<file path="src/rtl/axi_cmd_arbiter.sv">
// AXI address-channel front end: round-robin AW/AR arbitration, atomic command + ID-tag push, in-flight limiting.
// Optional build macro AXI_CMD_ARB_WR_PRIORITY_EN selects fixed write-over-read priority.
module axi_cmd_arbiter #(
  parameter int ID_W      = 8,
  parameter int ADDR_W    = 32,
  parameter int MAX_OUTST = 16
) (
  input  logic              wclk,
  input  logic              resetn,
  input  logic [ID_W-1:0]   awid,
  input  logic [ADDR_W-1:0] awaddr,
  input  logic [3:0]        awlen,
  input  logic [2:0]        awsize,
  input  logic [1:0]        awburst,
  input  logic              awvalid,
  output logic              awready,
  input  logic [ID_W-1:0]   arid,
  input  logic [ADDR_W-1:0] araddr,
  input  logic [3:0]        arlen,
  input  logic [2:0]        arsize,
  input  logic [1:0]        arburst,
  input  logic              arvalid,
  output logic              arready,
  output logic [ID_W:0]     id_data,
  output logic              id_write_en,
  input  logic              id_full,
  output logic [ADDR_W-1:0] cmd_addr,
  output logic [3:0]        cmd_len,
  output logic [2:0]        cmd_size,
  output logic [1:0]        cmd_burst,
  output logic              cmd_write,
  output logic              cmd_valid,
  input  logic              cmd_ready,
  input  logic              txn_done,
  output logic [4:0]        outst_cnt
);

  typedef enum logic {IDLE, PUSH} state_t;

  state_t          state, state_nxt;
  logic [ID_W-1:0] hold_id;
  logic            grant_ok;
  logic            pick_write;
  logic            aw_hs, ar_hs;
  logic            done_ok;

`ifndef AXI_CMD_ARB_WR_PRIORITY_EN
  logic last_grant_write;  // 0 = READ, so the first contested grant goes to write
`endif

  assign grant_ok = (outst_cnt < 5'(MAX_OUTST));

  always_comb begin
    // NOTE: every always_comb output gets a default first so no latch is inferred.
    state_nxt   = state;
    awready     = 1'b0;
    arready     = 1'b0;
    cmd_valid   = 1'b0;
    id_write_en = 1'b0;
`ifdef AXI_CMD_ARB_WR_PRIORITY_EN
    pick_write  = awvalid;
`else
    pick_write  = awvalid & (~arvalid | ~last_grant_write);
`endif
    case (state)
      IDLE: begin
        awready = grant_ok & awvalid & pick_write;
        arready = grant_ok & arvalid & ~pick_write;
        if ((awvalid & awready) | (arvalid & arready)) state_nxt = PUSH;
      end
      PUSH: begin
        cmd_valid   = ~id_full;
        id_write_en = cmd_valid & cmd_ready;
        if (id_write_en) state_nxt = IDLE;
      end
      default: state_nxt = IDLE;
    endcase
  end

  assign aw_hs   = awvalid & awready;
  assign ar_hs   = arvalid & arready;
  assign id_data = {cmd_write, hold_id};
  // A retire pulse with nothing in flight carries no information and is dropped.
  assign done_ok = txn_done & (outst_cnt != 5'd0);

  // NOTE: sequential state uses non-blocking assignments so every register samples pre-edge values.
  always_ff @(posedge wclk or negedge resetn) begin
    if (!resetn) begin
      state <= IDLE;
`ifndef AXI_CMD_ARB_WR_PRIORITY_EN
      last_grant_write <= 1'b0;
`endif
    end else begin
      state <= state_nxt;
`ifndef AXI_CMD_ARB_WR_PRIORITY_EN
      if (aw_hs)      last_grant_write <= 1'b1;
      else if (ar_hs) last_grant_write <= 1'b0;
`endif
    end
  end

  // NOTE: hold registers are reset because they drive the cmd_* and id_data outputs directly.
  always_ff @(posedge wclk or negedge resetn) begin
    if (!resetn) begin
      hold_id   <= '0;
      cmd_addr  <= '0;
      cmd_len   <= '0;
      cmd_size  <= '0;
      cmd_burst <= '0;
      cmd_write <= 1'b0;
    end else if (aw_hs) begin
      hold_id   <= awid;
      cmd_addr  <= awaddr;
      cmd_len   <= awlen;
      cmd_size  <= awsize;
      cmd_burst <= awburst;
      cmd_write <= 1'b1;
    end else if (ar_hs) begin
      hold_id   <= arid;
      cmd_addr  <= araddr;
      cmd_len   <= arlen;
      cmd_size  <= arsize;
      cmd_burst <= arburst;
      cmd_write <= 1'b0;
    end
  end

  always_ff @(posedge wclk or negedge resetn) begin
    if (!resetn)                    outst_cnt <= 5'd0;
    else if (id_write_en & ~done_ok) outst_cnt <= outst_cnt + 5'd1;
    else if (~id_write_en & done_ok) outst_cnt <= outst_cnt - 5'd1;
  end

endmodule

</file>
<file path="config.mk">
export PLATFORM = sky130hd
export DESIGN_NAME = axi_cmd_arbiter
export DESIGN_NICKNAME = d
export VERILOG_FILES = /design/src/rtl/axi_cmd_arbiter.sv
export SDC_FILE = /design/constraint.sdc
export NUM_CORES = 1
export LEC_CHECK = 0
export ABC_CLOCK_PERIOD_IN_PS = 2900
export BUFFER_PORTS_ARGS = -buffer_cell sky130_fd_sc_hd__buf_2
export CAP_MARGIN = 5
export CORE_MARGIN = 2
export CORE_UTILIZATION = 46
export DETAILED_ROUTE_END_ITERATION = 10
export GPL_TIMING_DRIVEN = 0
export PLACE_DENSITY = 0.78
export RECOVER_POWER = 50
export SYNTH_ARGS = -nofsm -noshare
export SYNTH_HDL_FRONTEND = slang
export SYNTH_SLANG_ARGS = --single-unit
</file>
<file path="constraint.sdc">
create_clock -name wclk -period 2.9 [get_ports wclk]
set_clock_uncertainty 0.1 [all_clocks]
set_input_delay 0.58 -clock wclk [delete_from_list [all_inputs] [get_ports wclk]]
set_output_delay 0.58 -clock wclk [all_outputs]
set_load 0.01 [all_outputs]
</file>
Word-level counts from Yosys, hierarchy flattened
Index checks and enable logic that the tools add are counted.
Storage, ports and cells
  register bits: 56
  input port bits: 105
  output and inout bits: 60
Cells by class
  add/subtract/negate cells: 2
  magnitude comparators: 1
  muxes and demuxes: 21
  bitwise operators: 22
  reduce and logical (&&, ||, !) cells: 3
Operators with widths (number)
  $mux W32: 2
  $mux W8: 2
  $and A1 B1 Y1: 13
  $mux W5: 2
  $mux W1: 8
  $mux W4: 2
  $not A1 Y1: 7
  $mux W3: 2
  $add A5 B1 Y5 const B: 1
  $lt A5 B5 Y1 const B: 1
  $reduce_bool A5 Y1: 1
  $sub A5 B1 Y5 const B: 1
  $mux W2: 2
  $reduce_bool A2 Y1: 2
  $or A1 B1 Y1: 2
  $pmux W1 S2: 1

Depth between registers and ports, before layout
Gate-level depths: netlist of run 1.
  word-level depth: 9
  depth in mapped cells: 8
  mapped depth without buffers: 8

Worst setup path before layout of run 1
No wires, ideal clock.
  kind: reg-to-reg
  start point: register outst_cnt[1]
  end point: register outst_cnt[4]
  library setup time: 131 ps
  data arrival time: 2473 ps
  data required time: 2669 ps
  path slack: 196 ps
  stages on the path, launching flop included: 9
  buffers on the path: 0
  clock period less this slack: 2704 ps
  path through: dfrtp_1 > or4_1 > o21ai_0 > ha_1 > inv_1 > ha_1 > or4_1 > o211ai_1 > o211ai_1
Between the ends
  word-level cells in the longest chain between the ends: 5
  elaborated cells between the ends (all ways): 10
  those cells by class: add/sub: 2; mux: 2; bitwise: 4; reduce/logical: 2
Ends and longest elaborated chain
  from (decl): line 35  | output logic [4:0] outst_cnt
  from (signal assigned): line 130  | else if (id_write_en & ~done_ok) outst_cnt <= outst_cnt + 5'd1;
  from (signal assigned): line 131  | else if (~id_write_en & done_ok) outst_cnt <= outst_cnt - 5'd1;
  parallel branches: the longest is 5 deep, another holds $sub A5 B1 Y5
Parallel ways; which one is timed is not known. The select of a mux whose other input is x is not followed.
A chain may end at the register's enable or synchronous reset.

Final worst setup path of run 1
  start point: register outst_cnt[4]
  end point: output awready
Between the ends
  word-level cells in the longest chain between the ends: 4
Ends and longest elaborated chain
  $lt A5 B5 Y1: line 51  | assign grant_ok = (outst_cnt < 5'(MAX_OUTST));
  $and A1 B1 Y1 (2 in a row): line 67  | awready = grant_ok & awvalid & pick_write;
  $mux W1: line 65  | case (state)
  to (decl): line 16  | output logic awready,
No other way between the ends.

==> results of run 1 <==
==> timing repair <==
action	4_1_cts	5_1_grt
hold buffers	0	0
gates resized for setup	0	4
setup endpoints to repair	0	2
setup buffers	0	2
endpoints found under the hold margin	0	0
==> cells by family (layout without fill, tap and decap cells) <==
kind of cell / Yosys count / in the layout / synth area share
fa+ha+maj: 5 / 5 / 0.0217
mux: 2 / 2 / 0.00658
buf+inv: 68 / 240 / 0.0971
flops: 56 / 56 / 0.433
xor+xnor: 2 / 2 / 0.00542
simple gates: 71 / 71 / 0.127
compound gates: 98 / 98 / 0.309
==> registers in the layout, summed over array words and instances, names as in the netlist <==
| signal | cells |
|---|---|
| cmd_addr | 32 |
| cmd_burst | 2 |
| cmd_len | 4 |
| cmd_size | 3 |
| cmd_write | 1 |
| hold_id | 8 |
| outst_cnt | 5 |
| state | 1 |
==> Yosys cell counts (all sizes together), types with 2 or more instances <==
library cell | instances | share of area
a21oi | 4 | 0.0062
o21ai | 37 | 0.057
nand2 | 3 | 0.0035
and2 | 2 | 0.0039
ha | 4 | 0.015
buf | 13 | 0.033
or2 | 2 | 0.0039
o221a | 14 | 0.049
nor2 | 2 | 0.0023
or4 | 3 | 0.0070
nand3b | 15 | 0.035
nor3b | 2 | 0.0046
o311ai | 33 | 0.17
inv | 38 | 0.044
a2bb2oi | 2 | 0.0054
clkbuf | 17 | 0.020
a21o | 2 | 0.0046
xnor2 | 2 | 0.0054
o211ai | 2 | 0.0046
o2bb2ai | 2 | 0.0054
dfrtp | 56 | 0.43
nand3 | 38 | 0.059
==> critical path, stage by stage, from the launching register on <==
cell	delay, ps
dfrtp_1	510
a211oi_2	460
and2_0	190
buf_2	210
buf_4	240
buf_2	160
==> power groups by stage <==
stage	combinational [mW]	sequential [mW]	clock, mW
4_1_cts	2.47	1.42	0.429
6_report	2.39	1.43	0.412
3_3_place_gp	2.40	1.42	0
5_1_grt	2.62	1.48	0.465
2_1_floorplan	1.45	1.60	0
3_5_place_dp	2.46	1.44	0
==> final cells by class <==
type                       count  area (sq um)
inverter                      38           143
fill                         622          2560
clock buffer                   6          72.6
timing repair buffer         165           795
buffer                        30           171
clock inverter                 1          5.00
tap                           96           120
sequential                    56          1400
multi-input combinational    178          1520
==> worst min path at each step <==
stage / start / end / slack (ps) / depth (start not counted)
floorplan: resetn / cmd_addr[0] / 180 / 0
global placement: cmd_addr[28] / cmd_addr[28] / 420 / 2
detailed placement: cmd_len[3] / cmd_len[3] / 430 / 1
CTS: awaddr[18] / cmd_addr[18] / 420 / 3
global route: awaddr[18] / cmd_addr[18] / 420 / 3
finish: awaddr[18] / cmd_addr[18] / 420 / 3
==> per-layer routing <==
| layer | track usage | share of wire |
|---|---|---|
| met2 | 0.394 | 0.49 |
| met4 | 0.0476 | 0.0070 |
| met3 | 0.0556 | 0.073 |
| met1 | 0.314 | 0.43 |
| met5 | 0 | 0 |
==> through the flow <==
step	cells	utilization	setup WS, ps	power [mW]	hold slack (ps)
floorplan	302	-	196	3.05	184
global placement	561	0.614	77.0	3.82	415
detailed placement	561	0.614	45.1	3.90	434
global route	570	0.623	4.11	4.57	418
CTS	568	0.625	34.6	4.32	421
finish	570	0.623	147	4.24	424
==> out/metrics.yaml, run 1 <==
timing:
  finalCritPeriodShare: 0.949
  slew_headroom: 0.0295
  finalSetupTns_ps: 0
  finalHoldViolCount: 0
  setup_viol: 0
  slew_viol_final: 0
  clock.fmax_mhz: 363
  worst_pin_slew_ps: 1460
  period_minus_slack_ps: 2750
  grt_setup_unrepaired: "no"
routing:
  num_vias: 3108
  avgViaCountPerCell: 5.45
  drtIter0Drc: 125
  dr.pass1.iters: 5
  antenna_left: 0
  wl_per_cell_um: 16.5
  wl_um: 9380
  drcViolationCount: 0
power_and_ir_drop:
  clkPwrFrac: 0.097
  cellPowerDensity_nw_per_um2: 1000
  power.internal_mw: 2.44
  comb_power_share: 0.565
  seq_power_share: 0.338
  ir_drop_mv: 0.511
  p_leak_nw: 1.92
  p_sw_frac: 0.424
  p_switching_mw: 1.80
floorplanning:
  fp.dieH_um: 87.8
  num_rows: 30
  die_area_sq_um: 7710
  start_util: 0.476
  core_sq_um: 6790
  top_level_ports: 165
  die_w_um: 87.8
layout:
  syn_to_final_growth_pct: 30.9
  final_common_cell: "buf_2"
  drive_gt1_frac: 0.426
  antenna_cells: 0
  mostFrequentLayoutCells: "135 x buf_2, 55 x dfrtp_1, 47 x clkbuf_1, 38 x inv_1, 38 x nand3_1"
  stdcell_area_sq_um: 4230
  nets: 584
logic_synthesis:
  async_flop_share: 1.00
  synth_nets: 412
  ys_types: 37
  synth_edf_count: 0
  syn_avg_cell_area_sq_um: 10.7
  netlist_instances: 302
  ys_warn_count: 0
  syn-cell-area_sq_um: 3230
  synth-seq-area-share: 0.433
  ys_ff_latch: 56
  ys.flop_type: "dfrtp_1"
critical_path:
  crit_required_ps: 2220
  crit_arrival_ps: 2070
  r2r-end: "outst_cnt[4]"
  startpoint: "outst_cnt[4]"
  path_max_fanout: 10
  crit_end: "awready"
  r2r_setup_slack_ps: 170
  reg2reg_from: "outst_cnt[1]"
  critical_path_class: "flop to output port"
  worst_setup_path_end_kind: "output port"
  cp-start-kind: "flop"
  reg2reg_depth: 8
global_route:
  grt_pass1_vias: 2970
  grt_pass1_wl_um: 14300
  grt_overflow_total: 0
  grt_util_all_layers: 0.235
  grt_max_degree: 57
  antenna_found_initial: 0
clocking:
  cts_htree_levels: 2
  cts_tree: "done"
  cts-root-buf: "clkbuf_8"
  path_clk_slew_ps: 90
  clock_sinks: 56
  clockBufferDepth: 2
  cts_made_buffers: 5
  insertion_delay_ps: 300
run_status:
  status: "complete, no violations"
placement:
  dp_hpwl_um: 6840
  gp_congestion: 0.776
  port_buffers: 163
  place_area_sq_um: 4170
run:
  maxCapViolCount: 0
hold_path:
  hold_path.class: "input pin to flop"
(Power assumes the default switching activity.)
==> inputs of run 2 (changes only) <==
BUFFER_PORTS_ARGS = unset   (was -buffer_cell sky130_fd_sc_hd__buf_2)
CORE_MARGIN = 4   (was 2)
CORE_UTILIZATION = 63   (was 46)
DONT_BUFFER_PORTS = 1   (was unset)
PLACE_DENSITY = 0.76   (was 0.78)
==> run 2 against run 1 <==
Against the previous run: worst hold slack lost 88 ps; highest routed layer unchanged; sequential power grew 20%; largest cell class unchanged; critical path type is now flop to flop; power shrank 7.9%; largest power group unchanged.
==> out/metrics.yaml, run 2 (synthesized netlist as in run 1, its figures left out) <==
clocking:
  path_clk_slew_ps: 100
  clock_sinks: 56
  cts-root-buf: "clkbuf_8"
  clockBufferDepth: 2
  cts_htree_levels: 2
  cts_setup_buffers: 0
  cts_tree: "done"
  insertion_delay_ps: 300
  cts_made_buffers: 5
floorplanning:
  start_util: 0.667
  die_w_um: 79.6
  top_level_ports: 165
  num_rows: 25
  fp.dieH_um: 79.6
  die_area_sq_um: 6340
  core_sq_um: 4850
timing:
  setup_viol: 0
  worst_pin_slew_ps: 1360
  finalCritPeriodShare: 0.941
  slew_headroom: 0.0912
  finalHoldViolCount: 0
  grt_setup_unrepaired: "no"
  clock.fmax_mhz: 367
  final.setup.worst_slack_ps: 173
  slew_viol_final: 0
  period_minus_slack_ps: 2730
critical_path:
  cp-start-kind: "flop"
  cp_num_buf_inv: 1
  crit_family: "simple AND/OR/NAND/NOR gates"
  slowest_delay_ps: 520
  worst-path-stages: 8
  r2r-end: "outst_cnt[4]"
  crit_end: "outst_cnt[4]"
  crit_required_ps: 2990
  critical_path_class: "flop to flop"
  crit_arrival_ps: 2810
  path_max_fanout: 7
  reg2reg_depth: 8
  r2r_setup_slack_ps: 170
  worst_setup_path_end_kind: "flop"
  startpoint: "outst_cnt[1]"
  cpMaxStageDelayCell: "or4_1"
  crit_chain: "or4_1 -> o21ai_0 -> ha_2 -> inv_2 -> ha_4 -> or4_1 -> o211ai_1 -> o211ai_1"
  reg2reg_from: "outst_cnt[1]"
layout:
  top_register: "cmd_addr"
  drive_gt1_frac: 0.225
  reg_top3: "cmd_addr: 32 flops, hold_id: 8 flops, outst_cnt: 5 flops"
  final_common_cell: "dfrtp_1"
  fillCellCount: 368
  syn_to_final_growth_pct: 6.15
  antenna_cells: 0
  seq_area_sq_um: 1400
  multi_input_area_sq_um: 1540
  stdcell_area_sq_um: 3430
  mostFrequentLayoutCells: "54 x dfrtp_1, 38 x nand3_1, 37 x o21ai_0, 37 x inv_1, 25 x o311ai_2"
  nets: 420
  largest_reg_flops: 32
routing:
  drcViolationCount: 0
  wl_per_cell_um: 21.9
  wl_um: 8280
  num_vias: 2528
  antenna_left: 0
  avgViaCountPerCell: 6.69
  drtIter0Drc: 173
  dr.pass1.iters: 4
power_and_ir_drop:
  power.internal_mw: 2.23
  seq_power_share: 0.442
  comb_power_share: 0.446
  p_sw_frac: 0.429
  clkPwrFrac: 0.112
  ir_drop_mv: 0.575
  cellPowerDensity_nw_per_um2: 1140
  p_switching_mw: 1.67
  p_leak_nw: 1.35
placement:
  port_buffers: 0
  dp_hpwl_um: 6270
  dpl_worst_slack_ps: -42.8
  place_area_sq_um: 3320
  gp_congestion: 0.820
global_route:
  grt_util_all_layers: 0.261
  grt_max_degree: 57
  grt_pass1_vias: 2553
  grt_pass1_wl_um: 13000
  antenna_found_initial: 0
  grt_overflow_total: 0
run_status:
  status: "complete, no violations"
hold_path:
  hold_path.class: "input pin to flop"
  min_from: "awaddr[4]"
run:
  maxCapViolCount: 0
## run 2: worst min-delay path by stage
stage	end	slack, ps	depth (start not counted)
3_5_place_dp	cmd_len[3]	190	0
6_report	cmd_addr[4]	340	2
5_1_grt	cmd_addr[7]	330	2
3_3_place_gp	cmd_len[3]	190	0
4_1_cts	cmd_size[2]	40	1
2_1_floorplan	cmd_addr[0]	180	0
## run 2: power groups by stage
stage	clock, mW	combinational, mW	sequential [mW]
2_1_floorplan	0	1.45	1.60
3_3_place_gp	0	1.66	1.72
3_5_place_dp	0	1.71	1.73
4_1_cts	0.442	1.75	1.72
5_1_grt	0.481	1.92	1.77
6_report	0.439	1.74	1.72
## run 2: metal layers
metal	GRT usage	share of wire	up-vias
met5	0	0	-
met4	0.0687	0.016	0
met3	0.107	0.11	14
met2	0.432	0.50	121
met1	0.314	0.38	1255
li1	-	-	1138
## run 2: stage by stage
stage                     instances  TNS [ps]   util  hold slack [ps]  power [mW]
after floorplan                 302         0      -              184        3.05
after CTS                       378         0  0.712             37.3        3.91
after detailed placement        369     -42.8  0.684              186        3.44
final                           378         0  0.708              337        3.90
after global placement          369         0  0.684              186        3.38
after global routing            378         0  0.708              326        4.17
## run 2: area by class of cell
class                           count  share of cell area
Tap cell                           67              0.0244
Timing Repair Buffer                1             0.00146
Buffer                             30              0.0499
Sequential cell                    56               0.409
Clock buffer                        8              0.0262
Inverter                           38              0.0416
Multi-Input combinational cell    178               0.447
## run 2: timing repair
item / in CTS / in global routing
gates resized for setup: 3 / 3
pin swaps: 0 / 1
endpoints found under the hold margin: 56 / 0
hold buffers: 1 / 0
setup endpoints to repair: 1 / 2
